==> config.mk <==
export PLATFORM = sky130hd
export DESIGN_NAME = led_pattern_gen_flat
export DESIGN_NICKNAME = d
export VERILOG_FILES = /design/src/rtl/led_pattern_pkg.sv /design/src/rtl/led_pattern_gen_if.sv /design/src/rtl/led_pattern_chan.sv /design/src/rtl/led_pattern_gen.sv /design/src/flat_wrapper.sv
export SDC_FILE = /design/constraint.sdc
export NUM_CORES = 1
export LEC_CHECK = 0
export CAP_MARGIN = 0
export CORE_ASPECT_RATIO = 1.75
export CORE_MARGIN = 3
export CORE_UTILIZATION = 42
export CTS_BUF_LIST = sky130_fd_sc_hd__clkbuf_8
export CTS_CLUSTER_SIZE = 28
export DETAILED_ROUTE_END_ITERATION = 6
export PLACE_DENSITY = 0.61
export RECOVER_POWER = 50
export SYNTH_ARGS = -nofsm -noshare
export SYNTH_HDL_FRONTEND = slang
export SYNTH_SLANG_ARGS = --single-unit
==> constraint.sdc <==
create_clock -name CLK -period 5.7 [get_ports CLK]
set_input_delay 0.855 -clock CLK [delete_from_list [all_inputs] [get_ports CLK]]
set_output_delay 0.855 -clock CLK [all_outputs]
set_load 0.005 [all_outputs]
==> src/rtl/led_pattern_pkg.sv <==
// Shared definitions for the multi-channel LED pattern generator.
// Holds the mode encodings, the blink-code sequencer states and the phase width helper.
// Pure definitions only; this file holds no logic.
package led_pattern_pkg;

  localparam logic [2:0] MODE_OFF  = 3'd0;
  localparam logic [2:0] MODE_ON   = 3'd1;
  localparam logic [2:0] MODE_SLOW = 3'd2;
  localparam logic [2:0] MODE_FAST = 3'd3;
  localparam logic [2:0] MODE_CODE = 3'd4;

  typedef enum logic [1:0] {
    ST_IDLE = 2'd0,
    ST_ON   = 2'd1,
    ST_OFF  = 2'd2,
    ST_GAP  = 2'd3
  } code_state_e;

  // Width of a phase counter that must reach (largest tick count - 1).
  function automatic int phase_width(input int a, input int b, input int c,
                                     input int d, input int e);
    int m;
    m = a;
    if (b > m) m = b;
    if (c > m) m = c;
    if (d > m) m = d;
    if (e > m) m = e;
    return (m <= 1) ? 1 : $clog2(m);
  endfunction

endpackage

==> src/rtl/led_pattern_gen_if.sv <==
// Mode/code request bus into the LED generator and the LED/WRAP outputs back.
// LED and WRAP are registered inside the generator, one cycle behind MODE/CODE.
// No backpressure: MODE/CODE are level inputs sampled every cycle.
interface led_pattern_gen_if #(
  parameter int CHANNELS = 4,
  parameter int CODE_W   = 4
);
  logic [3*CHANNELS-1:0]      MODE;
  logic [CODE_W*CHANNELS-1:0] CODE;
  logic [CHANNELS-1:0]        LED;
  logic [CHANNELS-1:0]        WRAP;

  // Status logic side: requests patterns, observes LEDs.
  modport master (output MODE, output CODE, input LED, input WRAP);
  // Generator side.
  modport slave  (input MODE, input CODE, output LED, output WRAP);
endinterface

==> src/rtl/led_pattern_chan.sv <==
// One LED channel sequencer: off, on, slow/fast blink or repeating N-flash code.
// Latency: a mode/code change shows on led one cycle later; pattern steps on tick.
// No backpressure: tick and mode/code are consumed every cycle.
module led_pattern_chan
  import led_pattern_pkg::*;
#(
  parameter int CODE_W         = 4,
  parameter int SLOW_TICKS     = 500,
  parameter int FAST_TICKS     = 100,
  parameter int CODE_ON_TICKS  = 200,
  parameter int CODE_OFF_TICKS = 200,
  parameter int CODE_GAP_TICKS = 1000
) (
  input  logic              CLK,
  input  logic              RESET,
  input  logic              tick,
  input  logic [2:0]        mode,
  input  logic [CODE_W-1:0] code,
  output logic              led,
  output logic              wrap
);

  localparam int PW = phase_width(SLOW_TICKS, FAST_TICKS, CODE_ON_TICKS,
                                  CODE_OFF_TICKS, CODE_GAP_TICKS);
  localparam logic [PW-1:0] SLOW_LAST = PW'(SLOW_TICKS - 1);
  localparam logic [PW-1:0] FAST_LAST = PW'(FAST_TICKS - 1);
  localparam logic [PW-1:0] ON_LAST   = PW'(CODE_ON_TICKS - 1);
  localparam logic [PW-1:0] OFF_LAST  = PW'(CODE_OFF_TICKS - 1);
  localparam logic [PW-1:0] GAP_LAST  = PW'(CODE_GAP_TICKS - 1);

  code_state_e       state_q, state_d;
  logic [2:0]        mode_q, mode_d;
  logic [CODE_W-1:0] code_q, code_d;
  logic [CODE_W-1:0] fc_q, fc_d;
  logic [PW-1:0]     phase_q, phase_d;
  logic              led_q, led_d;
  logic              wrap_q, wrap_d;
  logic              half_last;

  assign half_last = (mode_q == MODE_SLOW) ? (phase_q == SLOW_LAST) : (phase_q == FAST_LAST);

  // State register; reset aborts any pattern in progress on the same edge.
  always_ff @(posedge CLK) begin
    if (RESET) begin
      state_q <= ST_IDLE;
      mode_q  <= 3'd0;
      code_q  <= '0;
      fc_q    <= '0;
      phase_q <= '0;
      led_q   <= 1'b0;
      wrap_q  <= 1'b0;
    end else begin
      state_q <= state_d;
      mode_q  <= mode_d;
      code_q  <= code_d;
      fc_q    <= fc_d;
      phase_q <= phase_d;
      led_q   <= led_d;
      wrap_q  <= wrap_d;
    end
  end

  // Next state: a mode/code change restarts the pattern and wins over a coincident tick.
  always_comb begin
    state_d = state_q;
    mode_d  = mode_q;
    code_d  = code_q;
    fc_d    = fc_q;
    phase_d = phase_q;
    led_d   = led_q;
    wrap_d  = 1'b0;
    if (mode != mode_q || code != code_q) begin
      mode_d  = mode;
      code_d  = code;
      fc_d    = '0;
      phase_d = '0;
      state_d = ST_IDLE;
      case (mode)
        MODE_ON, MODE_SLOW, MODE_FAST: led_d = 1'b1;
        MODE_CODE: begin
          led_d = (code != '0);
          if (code != '0) state_d = ST_ON;
        end
        default: led_d = 1'b0;  // off and reserved modes
      endcase
    end else if (tick) begin
      case (mode_q)
        MODE_OFF, MODE_ON: ;  // static levels, no timing
        MODE_SLOW, MODE_FAST: begin
          if (half_last) begin
            phase_d = '0;
            led_d   = ~led_q;
            wrap_d  = ~led_q;  // a new period begins on the rising toggle
          end else begin
            phase_d = phase_q + PW'(1);
          end
        end
        MODE_CODE: begin
          case (state_q)
            ST_ON: begin
              if (phase_q == ON_LAST) begin
                phase_d = '0;
                state_d = ST_OFF;
                led_d   = 1'b0;
                fc_d    = fc_q + CODE_W'(1);
              end else begin
                phase_d = phase_q + PW'(1);
              end
            end
            ST_OFF: begin
              if (phase_q == OFF_LAST) begin
                phase_d = '0;
                if (fc_q == code_q) begin
                  state_d = ST_GAP;
                end else begin
                  state_d = ST_ON;
                  led_d   = 1'b1;
                end
              end else begin
                phase_d = phase_q + PW'(1);
              end
            end
            ST_GAP: begin
              if (phase_q == GAP_LAST) begin
                phase_d = '0;
                state_d = ST_ON;
                led_d   = 1'b1;
                fc_d    = '0;
                wrap_d  = 1'b1;
              end else begin
                phase_d = phase_q + PW'(1);
              end
            end
            default: ;  // IDLE: a zero flash count stays dark
          endcase
        end
        default: ;  // reserved modes behave as off
      endcase
    end
  end

  assign led  = led_q;
  assign wrap = wrap_q;

endmodule

==> src/rtl/led_pattern_gen.sv <==
// Multi-channel status-LED driver: shared ms-scale prescaler feeding per-channel sequencers.
// Latency: LED/WRAP are registered and follow MODE/CODE changes one cycle later.
// No backpressure: inputs are levels sampled every cycle, outputs free-run.
module led_pattern_gen
  import led_pattern_pkg::*;
#(
  parameter int CLK_HZ         = 100000000,
  parameter int TICK_HZ        = 1000,
  parameter int CHANNELS       = 4,
  parameter int CODE_W         = 4,
  parameter int SLOW_TICKS     = 500,
  parameter int FAST_TICKS     = 100,
  parameter int CODE_ON_TICKS  = 200,
  parameter int CODE_OFF_TICKS = 200,
  parameter int CODE_GAP_TICKS = 1000
) (
  input  logic              CLK,
  input  logic              RESET,
  led_pattern_gen_if.slave  bus
);

  localparam int TICK_DIV = CLK_HZ / TICK_HZ;
  localparam int PRE_W    = $clog2(TICK_DIV);
  localparam logic [PRE_W-1:0] PRE_LAST = PRE_W'(TICK_DIV - 1);

  logic [PRE_W-1:0] pre_cnt;
  logic             tick;

  // Free-running prescaler; only reset restarts it, never a mode change.
  always_ff @(posedge CLK) begin
    if (RESET) begin
      pre_cnt <= '0;
    end else if (pre_cnt == PRE_LAST) begin
      pre_cnt <= '0;
    end else begin
      pre_cnt <= pre_cnt + PRE_W'(1);
    end
  end

  assign tick = (pre_cnt == PRE_LAST);

  for (genvar i = 0; i < CHANNELS; i++) begin : g_chan
    led_pattern_chan #(
      .CODE_W         (CODE_W),
      .SLOW_TICKS     (SLOW_TICKS),
      .FAST_TICKS     (FAST_TICKS),
      .CODE_ON_TICKS  (CODE_ON_TICKS),
      .CODE_OFF_TICKS (CODE_OFF_TICKS),
      .CODE_GAP_TICKS (CODE_GAP_TICKS)
    ) u_chan (
      .CLK   (CLK),
      .RESET (RESET),
      .tick  (tick),
      .mode  (bus.MODE[3*i +: 3]),
      .code  (bus.CODE[CODE_W*i +: CODE_W]),
      .led   (bus.LED[i]),
      .wrap  (bus.WRAP[i])
    );
  end

endmodule

==> src/flat_wrapper.sv <==
// flat-port wrapper written by rule: the top's interface ports become plain ports
module led_pattern_gen_flat import led_pattern_pkg::*;
#(
  parameter int CLK_HZ         = 100000000,
  parameter int TICK_HZ        = 1000,
  parameter int CHANNELS       = 4,
  parameter int CODE_W         = 4,
  parameter int SLOW_TICKS     = 500,
  parameter int FAST_TICKS     = 100,
  parameter int CODE_ON_TICKS  = 200,
  parameter int CODE_OFF_TICKS = 200,
  parameter int CODE_GAP_TICKS = 1000
)
  (CLK, RESET, bus_MODE, bus_CODE, bus_LED, bus_WRAP);
  led_pattern_gen_if #(.CHANNELS(CHANNELS), .CODE_W(CODE_W)) bus_i ();
  input  logic CLK;
  input  logic RESET;
  input wire logic [$bits(bus_i.MODE)-1:0] bus_MODE;
  input wire logic [$bits(bus_i.CODE)-1:0] bus_CODE;
  output wire logic [$bits(bus_i.LED)-1:0] bus_LED;
  output wire logic [$bits(bus_i.WRAP)-1:0] bus_WRAP;
  assign bus_i.MODE = bus_MODE;
  assign bus_i.CODE = bus_CODE;
  assign bus_LED = bus_i.LED;
  assign bus_WRAP = bus_i.WRAP;
  led_pattern_gen #(.CLK_HZ(CLK_HZ), .TICK_HZ(TICK_HZ), .CHANNELS(CHANNELS), .CODE_W(CODE_W), .SLOW_TICKS(SLOW_TICKS), .FAST_TICKS(FAST_TICKS), .CODE_ON_TICKS(CODE_ON_TICKS), .CODE_OFF_TICKS(CODE_OFF_TICKS), .CODE_GAP_TICKS(CODE_GAP_TICKS)) u_core (.CLK(CLK), .RESET(RESET), .bus(bus_i));
endmodule
## Word level (Yosys, flattened, before mapping)

Cells that the tools add are included.
W data, S select, Z words.

| cells by class | value |
|---|---|
| add/subtract/negate cells | 9 |
| multipliers | 0 |
| divide/modulo/power cells | 0 |
| order comparisons | 0 |
| equal/unequal tests | 117 |
| shift-type cells | 0 |
| muxes and demuxes | 132 |
| bitwise gates (word level) | 5 |
| reductions and logical operators | 69 |

Operators with widths:

| cell | count |
|---|---|
| $pmux W10 S2 | 8 |
| $mux W10 | 12 |
| $ne A4 B4 Y1 const B | 16 |
| $ne A3 B3 Y1 const B | 20 |
| $mux W2 | 28 |
| $mux W1 | 52 |
| $eq A3 B2 Y1 const B | 16 |
| $add A10 B1 Y10 const B | 4 |
| $eq A10 B10 Y1 const B | 4 |
| $eq A10 B7 Y1 const B | 4 |
| $eq A10 B8 Y1 const B | 4 |
| $eq A10 B9 Y1 const B | 4 |
| $mux W4 | 8 |
| $pmux W4 S2 | 4 |
| $reduce_and A8 Y1 | 4 |
| $reduce_bool A2 Y1 | 16 |
| $reduce_bool A4 Y1 | 8 |
| $reduce_or A2 Y1 | 13 |
| $eq A3 B3 Y1 const B | 8 |
| $pmux W1 S2 | 12 |
| $pmux W2 S3 | 4 |
| $reduce_and A6 Y1 | 4 |
| $reduce_or A3 Y1 | 8 |
| $ne A5 B3 Y1 const B | 4 |
| other kinds (16) | 67 |

| word-level totals | value |
|---|---|
| bits in registers | 117 |
| latch bits | 0 |
| RAM bits | 0 |
| memory bits (read-only) | 0 |
| input port bits | 30 |
| output and inout port bits | 8 |
| logic and storage cells | 361 |
| memories | 0 |

## Longest topological paths before layout

Gate-level depths: netlist of run 1.

| depth | value |
|---|---|
| word-level depth | 7 |
| depth in mapped cells | 10 |
| mapped depth without buffers | 8 |

## Cells and area by module

Synthesis of run 1 repeated with hierarchy kept, for this count alone.

| second synthesis, totals | value |
|---|---|
| cell total of the unflattened synthesis | 745 |
| area, all modules | 6590.1 um^2 |

Modules (own cells, without submodules):

| module | times used | cells an instance | area an instance (um^2) | sequential area each (um^2) |
|---|---|---|---|---|
| led_pattern_chan | 4 | 164 | 1452.6 | 500.5 |
| led_pattern_gen | 1 | 89 | 779.5 | 340.3 |

## Worst setup path after synthesis of run 1

Ideal clock, no wire load.

| timing path | value |
|---|---|
| path kind | input-to-reg |
| from | input port bus_CODE[1] |
| to | register u_core.g_chan[0].u_chan.phase_q[0] |
| library setup time | 0.065 ns |
| arrival time | 2.192 ns |
| required time | 5.635 ns |
| path slack | 3.443 ns |
| cell stages on the path | 6 |
| buffers on the path | 1 |
| cells stage by stage | xor2_1 -> nor4_1 -> nand2_1 -> a21o_1 -> clkbuf_1 -> nor2_1 |

| between the ends | value |
|---|---|
| cells in the longest elaborated chain, start to end | 3 |

Ends and longest elaborated chain:

| item | line | text |
|---|---|---|
| from (decl) | flat_wrapper.sv:19 | `input wire logic [$bits(bus_i.CODE)-1:0] bus_CODE;` |
| $ne A4 B4 Y1 | led_pattern_chan.sv:72 | `if (mode != mode_q \|\| code != code_q) begin` |
| $logic_or A1 B1 Y1 | led_pattern_chan.sv:72 |  |
| $reduce_or A2 Y1 (no line) | - |  |
| to (signal assigned) | led_pattern_chan.sv:57 | `phase_q <= phase_d;` |
| to (decl) | led_pattern_chan.sv:35 | `logic [PW-1:0] phase_q, phase_d;` |

No other way between the ends.
A chain may end at the register's enable or synchronous reset.

## Worst setup path after layout of run 1

| timing path | value |
|---|---|
| from | input port RESET |
| to | register u_core.g_chan[3].u_chan.phase_q[7] |

| between the ends | value |
|---|---|
| cells in the longest elaborated chain, start to end | 1 |

Ends and longest elaborated chain:

| item | line | text |
|---|---|---|
| from (decl) | flat_wrapper.sv:17 | `input logic RESET;` |
| $reduce_or A2 Y1 (no line) | - |  |
| to (signal assigned) | led_pattern_chan.sv:57 |  |
| to (decl) | led_pattern_chan.sv:35 |  |

No other way between the ends.

==> results of run 1 <==
kinds of logic after synthesis:
kind of cell             Yosys count  synth area share (%)
flip-flops                       117                  35.4
multiplexers                      16                  2.63
XOR/XNOR                          88                  11.7
buffers and inverters             48                  3.41
AND/OR/NAND/NOR                  364                  30.6
AO/OA/AOI/OAI                    116                  11.5
adder cells (fa/ha/maj)           25                  4.73
flip-flops by register name, indices dropped and copies added, names as in the netlist:
signal                        cells
u_core.g_chan.u_chan.led          4
u_core.g_chan.u_chan.mode_q      12
u_core.g_chan.u_chan.phase_q     40
u_core.g_chan.u_chan.state_q      8
u_core.g_chan.u_chan.code_q      16
u_core.g_chan.u_chan.wrap         4
u_core.g_chan.u_chan.fc_q        16
u_core.pre_cnt                   17
stage by stage:
step / cell area (um^2) / hold WS (ns) / utilization (%) / power, mW / setup WS [ns]
2_1_floorplan: 6610 / 0.418 / - / 0.930 / 3.44
3_3_place_gp: 7060 / 0.436 / 45.9 / 0.976 / 2.65
3_5_place_dp: 7060 / 0.446 / 45.9 / 0.978 / 2.56
4_1_cts: 7470 / 0.461 / 48.5 / 1.78 / 3.02
5_1_grt: 7460 / 0.489 / 48.5 / 1.82 / 1.50
6_report: 7460 / 0.459 / 48.5 / 1.75 / 1.84
worst max-delay path, cell delays in order:
cell and delay, ns:
clkdlybuf4s50_1 0.45, clkbuf_1 1.30, inv_1 0.66, nand2b_1 0.48
o21bai_2 0.30, nor2_1 0.10
metal layers:
metal | up-vias | GRT usage, % | wire, um
li1 | 2803 | - | -
met1 | 2689 | 19.1 | 6130
met2 | 117 | 34.2 | 8340
met3 | 26 | 3.39 | 495
met4 | 0 | 8.27 | 393
met5 | - | 0 | 0
report_power, final:
group,switching (mW),internal [mW]
combinational,0.0515,0.0567
clock,0.332,0.458
sequential,0.0173,0.833
layout make-up:
cell class                 instances  share of cell area, %
timing repair buffer              38                   5.01
sequential                       117                   31.4
clock inverter                    10                   1.76
inverter                          18                  0.905
multi-input combinational        609                   54.1
clock buffer                      20                   3.69
tap                              186                   3.12
placed cells by master, fill, tap and decap left out, types with 19 or more instances in the layout:
cell type and n:
a21oi_1 31, clkbuf_8 20, clkdlybuf4s50_1 29, dfxtp_1 117, ha_1 25, inv_1 19, nand2_1 49, nand3_1 33
nand4_1 22, nor2_1 102, nor2b_1 31, nor3_1 21, o21ai_0 25, xnor2_1 39, xor2_1 49
path summary, 6_finish.rpt:
check	from	cells past startpoint	slack, ns	to
setup / recovery	RESET	6	1.84	u_core.g_chan[3].u_chan.phase_q[7]$_SDFFE_PP0P_
hold / removal	u_core.pre_cnt[0]$_SDFF_PP0_	1	0.46	u_core.pre_cnt[0]$_SDFF_PP0_
setup reg to reg	u_core.pre_cnt[0]$_SDFF_PP0_	6	3.24	u_core.g_chan[3].u_chan.fc_q[2]$_SDFFE_PP0P_
hold reg to reg	u_core.pre_cnt[0]$_SDFF_PP0_	1	0.46	u_core.pre_cnt[0]$_SDFF_PP0_
==> metrics.txt, run 1 <==
Top Ports 38; Post-synth ARST share 0%; routability cong. 0.880; post-DP HPWL 11.5 mm; run status complete, but fails checks; clock latency at the later pin of the worst-skew pair 0.44 ns; CP Capture Type flip-flop; critical path arrival 4.17 ns; largest area contributor in the synthesized netlist dfxtp_1; post_cts resized 0; Setup Skew 0.0172 ns; fin crit period 3.86 ns; cell leakage power 2.62 nW; Die Ht 172 um; initial core utilization 43.0%; top-count cell post-synth dfxtp_1; FILL cells 1504; Synth Register Bits 117; Setup violations, final 0; row cnt 60; PortBufs 37; RSZ-0062 raised after global routing false; DR iter-0 viols 222; Net Count, Synth 829; per-cell routed wire length 15.4 um; Inst Count DP 968; Yosys top cell area share 35.4%; Post-Synthesis Cells 774; vias in the first global route 5531; final WL 15.3 mm; antenna cells 0; Pwr Density 234 nW/um^2; via count 5635; setup TNS 0 ns; first-pass GRT wire length 25.4 mm; postcts setup bufs 0; failing checks max-capacitance violations, max-slew violations; die width 101 um; share of cells above drive strength 1 6.40%; synth top area cells dfxtp_1, xor2_1, nor2_1; pins over their slew limit 39; total CTS buffers 17; CTS sink cnt 117; Synth Area per Inst 8.54 um^2; Layout area overhead 12.9%; VDD IR max 0.110 mV; normalized max-slew margin -20.5%; crit path kind primary input to flip-flop; # H-tree levels 4; drc violations 0; Max Cap Viol 1; synthesized area 6610 um^2; Routed Antenna Nets 0; non-filler cells, final 998; Register Area 2340 um^2; clk buf depth 2; Critical Path RT 6.01 ns; clock slew seen by the registers of the worst setup and hold paths 0.07 ns; Vias/cell 5.65; largest net degree at the start of global routing 39; initial antenna violation count 0; TritonCTS clock tree built; multi-input logic area 4040 um^2; slew of the pin with the lowest slew margin 1.81 ns; Post-synth EDFFs 0; Yosys cell types 76; Most used DFF post-synth dfxtp_1; Total Routing Usage GR 18.2%; Synth top cells by count dfxtp_1, nor2_1, nand2_1, xor2_1, xnor2_1; Critical Path Start Type primary input; Final Hold Viols 0; worst hold path type flip-flop to flip-flop; Root Buffer clkbuf_8; grt total ovfl 0; Die Area 17300 um^2; total number of yosys warnings 0; Final Cycle Share 67.7%; post-synthesis sequential area ratio 35.4%; maximum operating frequency 259 MHz; Post-CTS Hold Buffers 0; DRT Pass-1 Iters 4; Core Area 15400 um^2; Worst Path Max Fanout 38; final net count 856
(Power assumes the default switching activity.)
==> run 2, diff against run 1 <==
--- a/config.mk
+++ b/config.mk
@@ -12,7 +12,7 @@
 export CTS_BUF_LIST = sky130_fd_sc_hd__clkbuf_8
 export CTS_CLUSTER_SIZE = 28
 export DETAILED_ROUTE_END_ITERATION = 6
-export PLACE_DENSITY = 0.61
+export PLACE_DENSITY = 0.63
 export RECOVER_POWER = 50
 export SYNTH_ARGS = -nofsm -noshare
 export SYNTH_HDL_FRONTEND = slang
==> constraint.sdc (replaced) <==
create_clock -name CLK -period 3.35 [get_ports CLK]
set_input_delay 0.5025 -clock CLK [delete_from_list [all_inputs] [get_ports CLK]]
set_output_delay 0.5025 -clock CLK [all_outputs]
set_load 0.005 [all_outputs]
==> metrics.txt, run 2 (same netlist as run 1, synthesis figures left out) <==
slew of the pin with the lowest slew margin 1.87 ns; setup TNS 0 ns; DR iter-0 viols 200; # H-tree levels 4; initial antenna violation count 0; CTS sink cnt 117; Min Hold Slack 0.457 ns; Final Hold Viols 0; final WL 15.4 mm; reg2reg path depth 6; critical path arrival 2.96 ns; cell leakage power 2.59 nW; crit-path most repeated cell and4_1; clk buf depth 2; non-filler cells, final 1001; Top Registers u_core.g_chan.u_chan.phase_q: 40 flops, u_core.pre_cnt: 17 flops; Die Ht 172 um; Pint 2.40 mW; Critical Path Start Type flip-flop; routability cong. 0.843; DRT Pass-1 Iters 4; Reg2Reg Capture Point u_core.g_chan[1].u_chan.fc_q[3]$_SDFFE_PP0P_; critical path startpoint u_core.pre_cnt[0]$_SDFF_PP0_; Top reg by flops u_core.g_chan.u_chan.phase_q; initial core utilization 43.0%; Root Buffer clkbuf_8; setup slack at placement 0.700 ns; Critical Path End u_core.g_chan[1].u_chan.fc_q[3]$_SDFFE_PP0P_; sw frac 23.5%; Critical Path RT 3.71 ns; Setup Skew 0.0140 ns; Worst Path Max Fanout 8; post-DP HPWL 11.5 mm; crit path kind flip-flop to flip-flop; CP Capture Type flip-flop; TritonCTS clock tree built; max FFs per register 40; worst hold path type flip-flop to flip-flop; maximum operating frequency 386 MHz; Layout area overhead 13.3%; via count 5634; per-cell routed wire length 15.4 um; die width 101 um; Die Area 17300 um^2; pins over their slew limit 38; Total Routing Usage GR 18.1%; Routed Antenna Nets 0; Max Cap Viol 1; final net count 857; Post-CTS Hold Buffers 0; PnR worst setup slack 0.757 ns; row cnt 60; family with the most delay on the worst path simple AND/OR/NAND/NOR gates; antenna cells 0; Critical Path Stages 6; reg-to-reg startpoint u_core.pre_cnt[0]$_SDFF_PP0_; largest net degree at the start of global routing 38; FILL cells 1522; most frequent cells in the layout dfxtp_1, nor2_1, nand2_1, xor2_1, xnor2_1; clock power share 48.1%; NetSw 0.739 mW; post_cts resized 0; flop2flop setup slack 0.76 ns; Final Cycle Share 77.4%; Pwr Density 420 nW/um^2; postcts setup bufs 0; clock latency at the later pin of the worst-skew pair 0.44 ns; failing checks max-capacitance violations, max-slew violations; Flop pwr share 46.0%; run status complete, but fails checks; vias in the first global route 5651; total CTS buffers 17; drc violations 0; VDD IR max 0.259 mV; Slowest cell on crit path or4_1; PortBufs 37; delay of the slowest critical-path stage 0.56 ns; Inst Count DP 969; Setup violations, final 0; total power draw 3.14 mW; clock slew seen by the registers of the worst setup and hold paths 0.08 ns; CP cell instances ha_1 -> and4_1 -> and4_1 -> nand4_1 -> or4_1 -> a21oi_1; Vias/cell 5.63; normalized max-slew margin -24.6%; sum of buffers and inverters on the critical path 0; Top Ports 38; RSZ-0062 raised after global routing false; share of cells above drive strength 1 6.38%; grt total ovfl 0; Core Area 15400 um^2; Gate power share 5.9%; first-pass GRT wire length 25.4 mm; most common cell after layout, fill and taps aside dfxtp_1; fin crit period 2.59 ns
run 2: changes by cell type in the layout (fill, tap and decap cells not counted), moves of 2 or more:
cell	previous run	this run
clkinv_4	0	2
bufinv_16	3	5
clkbuf_8	20	17
clkdlybuf4s50_1	29	27
dlygate4sd3_1	8	10
inv_6	0	3
run 2: per-stage QoR:
stage | utilization [%] | instance area [um^2]
after floorplan | - | 6610
after global placement | 46.0 | 7070
after detailed placement | 46.0 | 7070
after CTS | 48.9 | 7530
after global routing | 48.7 | 7490
final | 48.7 | 7490
run 2: worst reg2reg max path, stage by stage, from the launching register on:
cell and delay, ns:
dfxtp_1 0.36, ha_1 0.21, and4_1 0.33, and4_1 0.54, nand4_1 0.38, or4_1 0.56
a21oi_1 0.16
run 2: per-layer routing:
layer	routed length, um	GRT usage [%]
met4	415	8.21
met1	6110	18.6
met2	8470	34.5
met5	0	0
met3	439	3.75
run 2: power groups by stage:
stage	registers [mW]	logic [mW]	clock network [mW]
floorplan	1.47	0.114	0
global placement	1.48	0.185	0
detailed placement	1.48	0.187	0
CTS	1.45	0.189	1.55
global route	1.45	0.203	1.61
finish	1.45	0.185	1.51
run 2: worst min-delay path by stage:
stage / cells past startpoint / end / start / slack (ns)
finish: 1 / u_core.pre_cnt[0]$_SDFF_PP0_ / u_core.pre_cnt[0]$_SDFF_PP0_ / 0.46
global route: 1 / u_core.pre_cnt[0]$_SDFF_PP0_ / u_core.pre_cnt[0]$_SDFF_PP0_ / 0.49
CTS: 1 / u_core.pre_cnt[0]$_SDFF_PP0_ / u_core.pre_cnt[0]$_SDFF_PP0_ / 0.47
detailed placement: 1 / u_core.pre_cnt[0]$_SDFF_PP0_ / u_core.pre_cnt[0]$_SDFF_PP0_ / 0.46
global placement: 1 / u_core.pre_cnt[0]$_SDFF_PP0_ / u_core.pre_cnt[0]$_SDFF_PP0_ / 0.43
floorplan: 1 / u_core.pre_cnt[0]$_SDFF_PP0_ / u_core.pre_cnt[0]$_SDFF_PP0_ / 0.42
run 2: layout make-up:
| type | count | area, um^2 | area share [%] |
|---|---|---|---|
| clock inverter | 15 | 226 | 3.02 |
| multi-input combinational | 609 | 4010 | 53.5 |
| inverter | 18 | 67.6 | 0.902 |
| tap | 186 | 233 | 3.11 |
| timing repair buffer | 39 | 382 | 5.09 |
| clock buffer | 17 | 234 | 3.12 |
| sequential | 117 | 2340 | 31.3 |
